**src/rtl/cond_flag_unit_pkg.sv**
```systemverilog
// Shared condition-code encodings and status-register bit positions for the flag unit.
package cond_flag_unit_pkg;

  localparam logic [3:0] CondEq = 4'd0;
  localparam logic [3:0] CondNe = 4'd1;
  localparam logic [3:0] CondCs = 4'd2;
  localparam logic [3:0] CondCc = 4'd3;
  localparam logic [3:0] CondMi = 4'd4;
  localparam logic [3:0] CondPl = 4'd5;
  localparam logic [3:0] CondVs = 4'd6;
  localparam logic [3:0] CondVc = 4'd7;
  localparam logic [3:0] CondHi = 4'd8;
  localparam logic [3:0] CondLs = 4'd9;
  localparam logic [3:0] CondGe = 4'd10;
  localparam logic [3:0] CondLt = 4'd11;
  localparam logic [3:0] CondGt = 4'd12;
  localparam logic [3:0] CondLe = 4'd13;
  localparam logic [3:0] CondAl = 4'd14;
  localparam logic [3:0] CondNv = 4'd15;

  localparam int unsigned FlagZ = 3;
  localparam int unsigned FlagC = 2;
  localparam int unsigned FlagN = 1;
  localparam int unsigned FlagV = 0;

  // AL and NV resolve without looking at the flags, so they never wait on a setter.
  function automatic logic cond_uses_flags(input logic [3:0] cond);
    return (cond != CondAl) && (cond != CondNv);
  endfunction

endpackage

```
**src/rtl/cond_flag_unit_eval.sv**
```systemverilog
// Pure combinational ARM condition-code evaluation against a {Z,C,N,V} flag vector.
module cond_eval
  import cond_flag_unit_pkg::*;
(
  input  logic [3:0] cond,
  input  logic [3:0] flags,
  output logic       state
);

  logic z, c, n, v;

  assign z = flags[FlagZ];
  assign c = flags[FlagC];
  assign n = flags[FlagN];
  assign v = flags[FlagV];

  always_comb begin
    state = 1'b0;
    unique case (cond)
      CondEq: state = z;
      CondNe: state = ~z;
      CondCs: state = c;
      CondCc: state = ~c;
      CondMi: state = n;
      CondPl: state = ~n;
      CondVs: state = v;
      CondVc: state = ~v;
      CondHi: state = c & ~z;
      CondLs: state = ~c | z;
      CondGe: state = (n == v);
      CondLt: state = (n != v);
      CondGt: state = ~z & (n == v);
      CondLe: state = z | (n != v);
      CondAl: state = 1'b1;
      CondNv: state = 1'b0;
    endcase
  end

endmodule

```
**src/rtl/cond_flag_unit.sv**
```systemverilog
// Status register owner: tracks in-flight flag setters, gates condition queries in order and
// registers per-slot condition results one cycle after acceptance.
module cond_flag_unit
  import cond_flag_unit_pkg::*;
#(
  parameter int unsigned  NUM_CH      = 2,
  parameter int unsigned  PENDING_MAX = 3,
  parameter bit           BYPASS      = 1'b1,
  localparam int unsigned PW          = $clog2(PENDING_MAX + 1)
) (
  input  logic                  clk,
  input  logic                  rst_n,
  input  logic                  flush,
  input  logic [NUM_CH-1:0]     q_valid,
  input  logic [4*NUM_CH-1:0]   q_cond,
  input  logic [NUM_CH-1:0]     q_set,
  output logic [NUM_CH-1:0]     q_ready,
  input  logic                  wb_valid,
  input  logic [3:0]            wb_flags,
  output logic [NUM_CH-1:0]     res_valid,
  output logic [NUM_CH-1:0]     res_state,
  output logic [3:0]            status,
  output logic [PW-1:0]         pending,
  output logic                  err_underflow
);

  logic [3:0]        sr_q;
  logic [PW-1:0]     pending_q, pending_d, pend_free, pend_byp;
  logic [NUM_CH-1:0] res_valid_q, res_state_q, accept, eval_state;
  logic              err_q, wb_dec;
  logic [3:0]        flags_eff;
  int unsigned       sets_acc;
  logic              stall, dep, blocked, full;

  assign wb_dec    = wb_valid && (pending_q != '0);
  assign flags_eff = (BYPASS && wb_valid) ? wb_flags : sr_q;
  // Capacity always credits a retiring setter; dependence only does when its flags are forwarded.
  assign pend_free = pending_q - PW'(wb_dec);
  assign pend_byp  = BYPASS ? pend_free : pending_q;

  for (genvar g = 0; g < NUM_CH; g++) begin : g_eval
    cond_eval u_cond_eval (
      .cond  (q_cond[4*g +: 4]),
      .flags (flags_eff),
      .state (eval_state[g])
    );
  end

  always_comb begin
    sets_acc = 0;
    stall    = 1'b0;
    dep      = 1'b0;
    blocked  = 1'b0;
    full     = 1'b0;
    q_ready  = '0;
    accept   = '0;
    for (int i = 0; i < NUM_CH; i++) begin
      dep        = cond_uses_flags(q_cond[4*i +: 4]);
      blocked    = (pend_byp != '0) || (sets_acc != 0);
      full       = q_set[i] && ((32'(pend_free) + sets_acc) >= PENDING_MAX);
      q_ready[i] = !flush && !(dep && blocked) && !full && !stall;
      accept[i]  = q_valid[i] && q_ready[i];
      if (accept[i] && q_set[i]) sets_acc = sets_acc + 1;
      // A stalled older slot holds back every younger one.
      if (q_valid[i] && !q_ready[i]) stall = 1'b1;
    end
    pending_d = flush ? '0 : PW'(32'(pend_free) + sets_acc);
  end

  always_ff @(posedge clk or negedge rst_n) begin
    if (!rst_n) begin
      sr_q        <= '0;
      pending_q   <= '0;
      res_valid_q <= '0;
      res_state_q <= '0;
      err_q       <= 1'b0;
    end else begin
      if (wb_valid) sr_q <= wb_flags;
      pending_q   <= pending_d;
      res_valid_q <= accept;
      res_state_q <= (accept & eval_state) | (~accept & res_state_q);
      if (wb_valid && (pending_q == '0) && !flush) err_q <= 1'b1;
    end
  end

  assign res_valid     = res_valid_q;
  assign res_state     = res_state_q;
  assign status        = sr_q;
  assign pending       = pending_q;
  assign err_underflow = err_q;

endmodule
```
**config.mk**
```make
export PLATFORM = sky130hd
export DESIGN_NAME = cond_flag_unit
export DESIGN_NICKNAME = d
export VERILOG_FILES = /design/src/rtl/cond_flag_unit_pkg.sv /design/src/rtl/cond_flag_unit_eval.sv /design/src/rtl/cond_flag_unit.sv
export SDC_FILE = /design/constraint.sdc
export NUM_CORES = 1
export LEC_CHECK = 0
export BUFFER_PORTS_ARGS = -buffer_cell sky130_fd_sc_hd__buf_2
export CAP_MARGIN = 20
export CORE_MARGIN = 3
export CORE_UTILIZATION = 53
export DETAILED_ROUTE_END_ITERATION = 8
export GPL_TIMING_DRIVEN = 0
export PLACE_DENSITY_LB_ADDON = 0.3
export SYNTH_ARGS = -nofsm -noshare
export SYNTH_HDL_FRONTEND = slang
export SYNTH_SLANG_ARGS = --single-unit
```
**constraint.sdc**
```tcl
create_clock -name clk -period 8.5 [get_ports clk]
set_input_delay 1.275 -clock clk [delete_from_list [all_inputs] [get_ports clk]]
set_output_delay 1.275 -clock clk [all_outputs]
set_load 0.01 [all_outputs]
```
* After elaboration in Yosys (flattened, before gate mapping)
Cells that the tools add are included.
** Word-level totals
- Register bits :: 11
- Latch bits :: 0
- Memory bits (writable) :: 0
- ROM bits :: 0
- Input port bits :: 20
- Logic and storage cells :: 99
- Memories kept :: 0
** Operators by class
- $add $sub $neg :: 4
- Multipliers :: 0
- Divide/modulo/power cells :: 0
- $lt $le $gt $ge :: 2
- Equal/unequal tests :: 36
- Shifts and indexed selects :: 0
- Muxes and demuxes :: 7
- Bitwise gates (word level) :: 12
- Reductions and logical operators :: 33
** Operators by type and width (count)
- == test 4 bit (second input constant) :: 16
- == test 4 x 3 -> 1 bit (second input constant) :: 8
- one-hot mux 1 bit (16 select lines) :: 2
- nonzero test 32 bit :: 1
- logical AND 1 bit :: 19
- == test 4 x 2 -> 1 bit (second input constant) :: 4
- != test 4 bit (second input constant) :: 4
- == test 4 x 1 -> 1 bit (second input constant) :: 2
- logical NOT 4 bit :: 2
- logical NOT 1 bit :: 7
- bitwise AND 2 bit :: 2
- 2-to-1 mux 2 bit :: 2
- 2-to-1 mux 4 bit :: 1
- NOT 1 bit :: 4
- nonzero test 2 bit :: 2
- adder 2 x 1 -> 3 bit :: 1
- greater-or-equal comparator 3 x 2 -> 1 bit (second input constant) :: 1
- adder 1 x 1 -> 2 bit (second input constant) :: 1
- adder 2 bit :: 1
- bitwise AND 1 bit :: 2
- greater-or-equal comparator 2 bit (second input constant) :: 1
- logical NOT 2 bit :: 1
- 2-to-1 mux 1 bit :: 2
- NOT 2 bit :: 1
- other kinds (6) :: 7

* Depth between registers and ports, before layout
Gate-level depths: netlist of the first run.
- Depth in word-level cells :: 23
- Depth in mapped cells :: 15

* Modules after synthesis
A second synthesis of the first run with hierarchy kept.
** Second synthesis, totals
- Cells, all modules :: 98
- Area, all modules :: 925.9 um^2
** Modules (own cells, without submodules)
- cond_flag_unit :: times used 1, cells each 52, area an instance 615.6 um^2
- cond_eval :: times used 2, cells each 23, area an instance 155.1 um^2

* Worst setup path after synthesis of the first run
No wires, ideal clock.
- Path kind :: input -> output
- Start :: input port wb_valid
- End :: output port q_ready[1]
- Data arrival time :: 3226 ps
- Data required time :: 7225 ps
- Slack :: 3999 ps
- Stages :: 9
- Path through :: buf_6 o21a_1 ha_1 nand4bb_2 nor3_1 ha_1 o211ai_1 a211oi_1 a2111oi_0
** Between the ends
- Longest elaborated chain between the ends :: 17
** RTL lines
- start: declaration :: RTL line cond_flag_unit.sv:18 : input logic wb_valid,
- logical AND 1 bit * :: RTL line cond_flag_unit.sv:35 : assign wb_dec = wb_valid && (pending_q != '0);
- subtractor 2 x 1 -> 2 bit * :: RTL line cond_flag_unit.sv:38 : assign pend_free = pending_q - PW'(wb_dec);
- branches (longest 14 deep; another with adder 2 x 1 -> 3 bit)
- logical AND 1 bit * :: RTL line cond_flag_unit.sv:61 : q_ready[i] = !flush && !(dep && blocked) && !full && !stall;
- end: declaration :: RTL line cond_flag_unit.sv:17 : output logic [NUM_CH-1:0] q_ready,
Every way passes the cells marked *.

* Worst setup path after layout of the first run
Same ends and word-level chain as after synthesis.

==> qor.txt, run 1 <==
Number of cell rows: 15
Crit Path Max Fanout: 10
Hpwl dp: 1970 um
DRC: 0
Initial Util: 0.568
Initial antenna violation count: 0
Final setup viols: 0
Pleak: 0.573 nW
Fin worst setup slack: 3.82 ns
Clock Latency Late Sink: 0.28 ns
Crit start category: input pin
Worst Path Required: 7.22 ns
Per-cell routed wire length: 15.0 um
Worst slack at placement: 3.79 ns
Synth cell types: 47
Critical path class: input pin to output pin
Primary FF master, synth: dfrtp_1
Worst Hold Class: flip-flop to flip-flop
WP data arrival: 3.41 ns
Area growth syn-to-layout: 20.9%
Layout Skew: 0.00371 ns
Fillers: 150
Die X-Extent: 49.3 um
# resized after CTS: 0
Iter 0 DRT Violations: 19
Max-slew violations: 0
Final Hold Fails: 0
Core area: 1750 sq um
Total track usage: 0.227
Relative slew slack: 0.627
Syn_nets: 131
Syn Area/Cell: 9.27 sq um
Fmax: 214 MHz
Crit end category: output pin
Post-synthesis sequential area ratio: 0.277
Largest net degree at the start of global routing: 12
Worst-Margin Slew: 0.556 ns
Netlist Area Pre-Place: 992 sq um
Finished Layout Cells: 166
DRT Pass-1 Iters: 4
Number of global-route vias before repair: 956
Maximum vdd drop: 0.000123 V
Setup bufs post-CTS: 0
Detail Route Antenna Nets: 0
Longest Clk Path Bufs: 2
Total gr overflow: 0
Placed Cells incl. Taps: 162
Total CTS buffers: 3
Max-cap violations: 0
Post-synth ARST share: 1.00
Total Routed Length: 2490 um
N_diodes: 0
Port buffer count: 30
Post-synth EDFFs: 0
CTS tree: done
GP Congestion: 0.841
Die height: 49.3 um
Synthesis-stage register bit count: 11
Total negative slack: 0 ns
Htree depth: 1
Sink Count: 11
Unrepaired setup endpoints after global routing: false
Post-route minimum period: 4.68 ns
Global-route wire length before repair: 4240 um
Clock Pin Slew Worst Setup and Hold Paths: 0.07 ns
DIE AREA: 2430 sq um
CTS Hold Bufs: 0
Part of the cycle the worst path needs: 0.551
Root buf cell: clkbuf_4
Vias per cell: 5.84
Vias: 970
Pwr/cell area: 196 nW/um^2
Status: finished, final reports clean
Share of cells above drive strength 1: 0.319
I/O pins: 33
Mapped Cells: 107
Synthesis warning total: 0
Final Net Count: 166
final timing paths:
check / start / to / slack, ns / depth (start not counted)
worst max-delay path: wb_valid / q_ready[1] / 3.82 / 11
worst min-delay path: err_underflow / err_underflow / 0.49 / 1
worst max register to register: pending[1] / pending[1] / 5.10 / 15
worst min register to register: err_underflow / err_underflow / 0.49 / 1
max in group asynchronous: rst_n / status[0] / 7.43 / 1
min in group asynchronous: rst_n / asynchronous set/reset pin / 0.85 / 1
metal layers:
metal,global-route usage,up-vias,share of wire
li1,-,466,-
met1,0.267,472,0.42
met2,0.382,27,0.50
met3,0.0550,5,0.056
met4,0.114,0,0.018
met5,0,-,0
critical path, stage by stage:
cell	delay, ns
buf_2	0.13
buf_6	0.14
o21a_1	0.10
ha_1	0.29
nand4bb_2	0.28
nor3_1	0.17
ha_1	0.15
o211ai_1	0.09
a211oi_1	0.47
a2111oi_0	0.13
buf_2	0.17
placed cells by master (no fill, tap or decap), types with 2 or more instances in the layout:
cell type / netlist / routed
a32oi_1: 2 / 2
mux2_2: 2 / 2
nand3_1: 3 / 3
clkbuf_4: 0 / 3
xnor2_1: 5 / 5
ha_1: 4 / 4
and2_1: 3 / 3
o21ai_0: 2 / 2
nor3_1: 3 / 3
mux2i_1: 4 / 4
and3b_1: 2 / 2
nor2b_1: 3 / 3
nand2_1: 3 / 3
xor2_1: 2 / 2
dfrtp_1: 11 / 11
buf_2: 1 / 31
buf_6: 2 / 2
a21oi_1: 8 / 8
nor2_1: 10 / 10
o211ai_1: 2 / 2
inv_1: 8 / 8
Yosys cell counts, types with 3 or more instances:
master    n  area [sq um]
and2_1    3          18.8
ha_1      4          50.1
nand3_1   3          15.0
xnor2_1   5          43.8
mux2i_1   4          40.0
inv_1     8          30.0
a21oi_1   8          40.0
dfrtp_1  11           275
nor2b_1   3          18.8
nand2_1   3          11.3
nor2_1   10          37.5
nor3_1    3          15.0
cell type report:
type,instances,area [sq um],area share
plain buffers,4,31.3,0.0261
clock buffers,4,26.3,0.0219
inverters,8,30.0,0.0250
multi-input cells,84,656,0.546
flip-flops and latches,11,275,0.229
well taps,25,31.3,0.0261
repair buffers,30,150,0.125
kinds of logic after synthesis:
family	Yosys count	share of synthesized area
compound gates	28	0.214
xor+xnor	8	0.0782
fa+ha+maj	4	0.0504
buf+inv	12	0.0618
flops	11	0.277
mux	8	0.103
simple gates	36	0.214
power breakdown:
part,switching (mW),leakage (nW),internal [mW]
logic,0.0700,0.426,0.0553
clock network,0.0206,0.0150,0.0183
registers,0.00720,0.132,0.0636
metrics by stage:
| step | hold slack [ns] | area (sq um) | utilization | total power, mW |
|---|---|---|---|---|
| after global placement | 0.448 | 1170 | 0.672 | 0.191 |
| after detailed placement | 0.482 | 1170 | 0.672 | 0.196 |
| after floorplan | 0.512 | 992 | - | 0.158 |
| after global routing | 0.516 | 1200 | 0.687 | 0.253 |
| after CTS | 0.499 | 1200 | 0.687 | 0.236 |
| final | 0.491 | 1200 | 0.687 | 0.235 |
(Power assumes the default switching activity.)
==> run 2, diff against run 1 <==
--- a/config.mk
+++ b/config.mk
@@ -5,10 +5,11 @@
 export SDC_FILE = /design/constraint.sdc
 export NUM_CORES = 1
 export LEC_CHECK = 0
+export ABC_AREA = 1
 export BUFFER_PORTS_ARGS = -buffer_cell sky130_fd_sc_hd__buf_2
 export CAP_MARGIN = 20
 export CORE_MARGIN = 3
-export CORE_UTILIZATION = 53
+export CORE_UTILIZATION = 52
 export DETAILED_ROUTE_END_ITERATION = 8
 export GPL_TIMING_DRIVEN = 0
 export PLACE_DENSITY_LB_ADDON = 0.3
==> constraint.sdc (replaced) <==
create_clock -name clk -period 4.5 [get_ports clk]
set_input_delay 0.675 -clock clk [delete_from_list [all_inputs] [get_ports clk]]
set_output_delay 0.675 -clock clk [all_outputs]
set_load 0.01 [all_outputs]
==> run 2 against run 1 <==
  * Global-route usage decreased by 3.7 points
  * Cell count increased by 46%
  * Critical endpoint unchanged
  * Worst hold slack got worse by 0.22 ns
  * Combinational power increased to 2.9 times the previous value
  * Routed wire length decreased by 1.8%
  * Total power increased by 140%
  * First-iteration DRC count increased by 16%
  * Largest power group unchanged
  * Worst setup slack got worse by 2.5 ns
  * Critical path depth increased by 6
  * Register-to-register slack got worse by 3.5 ns
  * Synthesized cell count increased by 70%
==> qor.txt, run 2 <==
Top post-synthesis cells by area: dfrtp_1 (23%), nand2_1 (13%), nor2_1 (9.8%)
Most common cell in the synthesized netlist: nand2_1
Per-cell routed wire length: 10.1 um
Synth top cells by count: nand2_1 (40), nor2_1 (31), inv_1 (28)
Initial antenna violation count: 0
Area growth syn-to-layout: 17.8%
Worst Hold Class: input pin to asynchronous set/reset pin
Vias per cell: 4.84
Root buf cell: clkbuf_4
Global-route wire length before repair: 4170 um
Maximum vdd drop: 0.000394 V
Pleak: 0.818 nW
Netlist Area Pre-Place: 1180 sq um
Post-route minimum period: 3.21 ns
Hpwl dp: 2090 um
CP top delay family: adder cells
Crit end category: output pin
Yosys top cell area share: 0.233
Pwr/cell area: 404 nW/um^2
Layout Skew: 0.00693 ns
Clock Pin Slew Worst Setup and Hold Paths: 0.07 ns
Iter 0 DRT Violations: 22
Max-cap violations: 0
Unrepaired setup endpoints after global routing: false
Fmax: 312 MHz
Synthesis-stage register bit count: 11
Longest Clk Path Bufs: 2
Crit Path Max Fanout: 9
Critical path class: input pin to output pin
Number of global-route vias before repair: 1014
Worst Path Required: 3.83 ns
Total track usage: 0.190
Detail Route Antenna Nets: 0
Final setup viols: 0
# resized after CTS: 0
Final Net Count: 241
Buffers and inverters on the worst path: 6
Area leader, netlist: dfrtp_1
Post-synth EDFFs: 0
DRT Pass-1 Iters: 4
N_diodes: 0
Vias: 1177
DIE AREA: 2880 sq um
I/O pins: 33
Total CTS buffers: 3
Total gr overflow: 0
Synth cell types: 29
Core area: 2060 sq um
Max-slew violations: 0
GP Congestion: 0.843
Cells along the critical path: buf_6 -> inv_8 -> a21oi_1 -> ha_1 -> nand2_1 -> a21oi_2 -> nand4_1 -> inv_1 -> ha_1 -> nand2_1 -> inv_1 -> nand2_2 -> nand2_2 -> nand2_2 -> nand2_1 -> inv_1 -> buf_2
Htree depth: 1
Largest net degree at the start of global routing: 12
Initial Util: 0.573
CTS tree: done
Syn Area/Cell: 6.50 sq um
Commonest non-fill, non-tap cell in the layout: nand2_1
Synthesis warning total: 0
Syn_nets: 206
Clock Latency Late Sink: 0.26 ns
Worst-Margin Slew: 0.246 ns
Total negative slack: 0 ns
Part of the cycle the worst path needs: 0.712
Die X-Extent: 53.7 um
Number of cell rows: 16
Relative slew slack: 0.836
Crit path largest cell delay: 0.34 ns
Post-synthesis sequential area ratio: 0.233
Slowest cell on the critical path: ha_1
Status: finished, final reports clean
Post-synth ARST share: 1.00
Final Hold Fails: 0
DRC: 0
Port buffer count: 30
Primary FF master, synth: dfrtp_1
Setup bufs post-CTS: 0
Mapped Cells: 182
Crit start category: input pin
Final hold slack: 0.267 ns
Most frequent cells in the layout: nand2_1 (40), nor2_1 (31), buf_2 (31), inv_1 (28), nand2_2 (16)
Share of cells above drive strength 1: 0.310
Sink Count: 11
Total Routed Length: 2450 um
CTS Hold Bufs: 0
Die height: 53.7 um
WP data arrival: 2.53 ns
## run 2: power by group
part	internal, mW	switching [mW]	total [mW]
logic	0.139	0.220	0.359
registers	0.125	0.0145	0.140
clock network	0.0342	0.0307	0.0649
total	0.298	0.265	0.563
## run 2: cell type report
class | count | area [sq um]
Timing Repair Buffer | 30 | 150
Tap cell | 27 | 33.8
Sequential cell | 11 | 275
Fill cell | 176 | 669
Inverter | 31 | 124
Multi-Input combinational cell | 138 | 767
Clock buffer | 4 | 26.3
Buffer | 2 | 16.3
## run 2: metrics by stage
step | cell area, sq um | total power, mW | setup slack [ns] | instances | utilization
final | 1390 | 0.563 | 1.29 | 243 | 0.675
after floorplan | 1180 | 0.402 | 1.37 | 182 | -
after detailed placement | 1370 | 0.500 | 1.13 | 239 | 0.663
after global placement | 1370 | 0.487 | 1.18 | 239 | 0.663
after CTS | 1390 | 0.565 | 1.30 | 243 | 0.675
after global routing | 1390 | 0.624 | 1.07 | 243 | 0.675
## run 2: cells by family (layout without fill, tap and decap cells)
family / Yosys count / count (layout) / synth area share
simple gates: 120 / 120 / 0.508
buf+inv: 33 / 67 / 0.119
compound gates: 11 / 11 / 0.0762
flops: 11 / 11 / 0.233
fa+ha+maj: 4 / 4 / 0.0423
xor+xnor: 3 / 3 / 0.0222
## run 2: worst paths after layout
path                          startpoint       endpoint  slack (ns)  cells past startpoint
hold reg to reg            err_underflow  err_underflow        0.47                      1
setup / recovery                wb_valid     q_ready[1]        1.29                     17
min in group clk           err_underflow  err_underflow        0.47                      1
max in group asynchronous          rst_n  err_underflow        4.03                      1
hold / removal                     rst_n   res_valid[0]        0.27                      1
setup reg to reg              pending[0]     pending[1]        1.56                     20
## run 2: metal layers
metal	up-vias	share of wire	track usage	wire (um)
met5	-	0	0	0
met4	0	0	0.0383	0
met3	0	0.043	0.0166	106
met2	35	0.46	0.323	1130
met1	508	0.50	0.261	1210
li1	634	-	-	-
==> run 3, diff against run 2 <==
==> constraint.sdc (replaced) <==
create_clock -name clk -period 3.06 [get_ports clk]
set_input_delay 0.459 -clock clk [delete_from_list [all_inputs] [get_ports clk]]
set_output_delay 0.459 -clock clk [all_outputs]
set_load 0.01 [all_outputs]
==> run 3 against run 2 <==
  * Die area unchanged
  * Largest power group unchanged
  * Global-route usage is the same
  * Register-to-register slack lost 1.4 ns
  * Flip-flop and latch count stayed put
  * Highest routed layer unchanged
  * Routed wire length grew 2.1%
==> qor.txt, run 3 (synthesis results as in run 2) <==
Status: finished, final reports clean
Met2 Usage GRT: 0.323
Fillers: 177
Unrepaired setup endpoints after global routing: false
Per-cell routed wire length: 10.2 um
Vias: 1193
RR Startpoint: pending[1]
Core area: 2060 sq um
Final Net Count: 243
Total Routed Length: 2500 um
GP Congestion: 0.843
N_diodes: 0
Global-route wire length before repair: 4170 um
Commonest non-fill, non-tap cell in the layout: nand2_1
Share of cells above drive strength 1: 0.326
Crit Path Max Fanout: 4
Area growth syn-to-layout: 19.9%
Port buffer count: 30
CP Capture Point: pending[1]
Reg2Reg Setup Slack: 0.20 ns
I/O pins: 33
Total CTS buffers: 3
Initial antenna violation count: 0
Critical path class: flip-flop to flip-flop
Fmax: 350 MHz
Finished Layout Cells: 245
Power Internal: 0.463 mW
Clock share of power: 0.111
Max-cap violations: 0
CTS tree: done
Htree depth: 1
Clock Pin Slew Worst Setup and Hold Paths: 0.07 ns
Longest Clk Path Bufs: 2
WP data arrival: 3.01 ns
Maximum vdd drop: 0.000602 V
Seq pwr share: 0.238
Max-slew violations: 0
DRT Pass-1 Iters: 4
Most frequent cells in the layout: nand2_1 (40), buf_2 (31), nor2_1 (30), inv_1 (28), nand2_2 (16)
Die height: 53.7 um
Reg2Reg Depth: 20
Reg2reg end: pending[1]
Final Hold Fails: 0
Fin area: 1420 sq um
Top Usage Layer GRT: met2
Fin worst setup slack: 0.203 ns
Root buf cell: clkbuf_4
Final setup viols: 0
Placed Cells incl. Taps: 239
Sink Count: 11
Layout Skew: 0.00596 ns
Detail Route Antenna Nets: 0
Met3 GRT Util: 0.0166
CTS Hold Bufs: 0
Sw Share: 0.463
Pwr/cell area: 609 nW/um^2
Part of the cycle the worst path needs: 0.934
Hpwl dp: 2090 um
Crit start category: flip-flop
Largest net degree at the start of global routing: 12
Iter 0 DRT Violations: 27
Worst-Margin Slew: 0.250 ns
Post-DP Area: 1370 sq um
Worst Hold Class: input pin to asynchronous set/reset pin
Met1 Use GR: 0.261
Gate power share: 0.651
CP startpoint: pending[1]
DRC: 0
Worst slack at placement: -0.0917 ns
Number of cell rows: 16
Total power: 0.863 mW
Die X-Extent: 53.7 um
DIE AREA: 2880 sq um
Crit end category: flip-flop
Relative slew slack: 0.834
Worst Path Required: 3.22 ns
Total gr overflow: 0
Utilization after layout: 0.688
Initial Util: 0.573
Post-route minimum period: 2.86 ns
Total track usage: 0.190
Pleak: 0.829 nW
Number of global-route vias before repair: 1014
Clock Latency Late Sink: 0.26 ns
Vias per cell: 4.87
Sw power: 0.400 mW
-- run 3: cell count changes in the layout (fill, tap and decap cells not counted), sizes merged --
cell / previous run / this run
buf: 32 / 34
-- run 3: per-layer routing --
metal,vias to the layer above,share of wire
met5,-,0
met4,0,0
met3,0,0.042
met2,34,0.48
met1,522,0.48
li1,637,-
-- run 3: power by group through the flow --
stage	combinational, mW	sequential (mW)	clock (mW)
5_1_grt	0.634	0.209	0.107
3_3_place_gp	0.509	0.207	0
6_report	0.562	0.205	0.0956
4_1_cts	0.529	0.205	0.0971
3_5_place_dp	0.526	0.209	0
2_1_floorplan	0.364	0.228	0
-- run 3: how the worst min path moves through the flow --
stage / start / endpoint / slack [ns] / depth (start not counted)
global route: rst_n / status[1] / 0.06 / 1
finish: rst_n / res_valid[0] / 0.05 / 1
global placement: rst_n / status[1] / 0.33 / 1
floorplan: rst_n / asynchronous set/reset pin / 0.16 / 0
CTS: rst_n / res_valid[0] / 0.06 / 1
detailed placement: rst_n / status[1] / 0.34 / 1
-- run 3: timing repair --
| action | in CTS | in global routing |
|---|---|---|
| hold endpoints to repair | 0 | 0 |
| endpoints found under the setup margin | 0 | 2 |
| setup buffers | 0 | 2 |
| resized for setup | 0 | 2 |
-- run 3: cell type report --
class	count	area, sq um	area share
plain buffers	2	16.3	0.0115
clock buffers	4	26.3	0.0185
inverters	31	124	0.0874
multi-input cells	138	777	0.548
flip-flops and latches	11	275	0.194
well taps	27	33.8	0.0238
repair buffers	32	165	0.117
-- run 3: metrics by stage --
step | hold WS (ns) | setup TNS, ns
global route | 0.0570 | 0
finish | 0.0519 | 0
CTS | 0.0610 | 0
floorplan | 0.163 | 0
detailed placement | 0.342 | -0.0917
global placement | 0.334 | -0.0397
-- run 3: critical path, cell delays in order (launching register included) --
cell and delay [ns]:
dfrtp_1 0.40, inv_2 0.09, a21oi_1 0.07, ha_1 0.30, buf_4 0.16, nor2_2 0.12
nand4_1 0.13, inv_1 0.08, ha_1 0.22, nand2_1 0.06, inv_1 0.04, nand2_2 0.05
nand2_2 0.05, nand2_2 0.08, nand4_1 0.09, inv_1 0.06, ha_1 0.22, ha_1 0.23
xnor2_2 0.14, xnor2_1 0.13, nor2_1 0.05
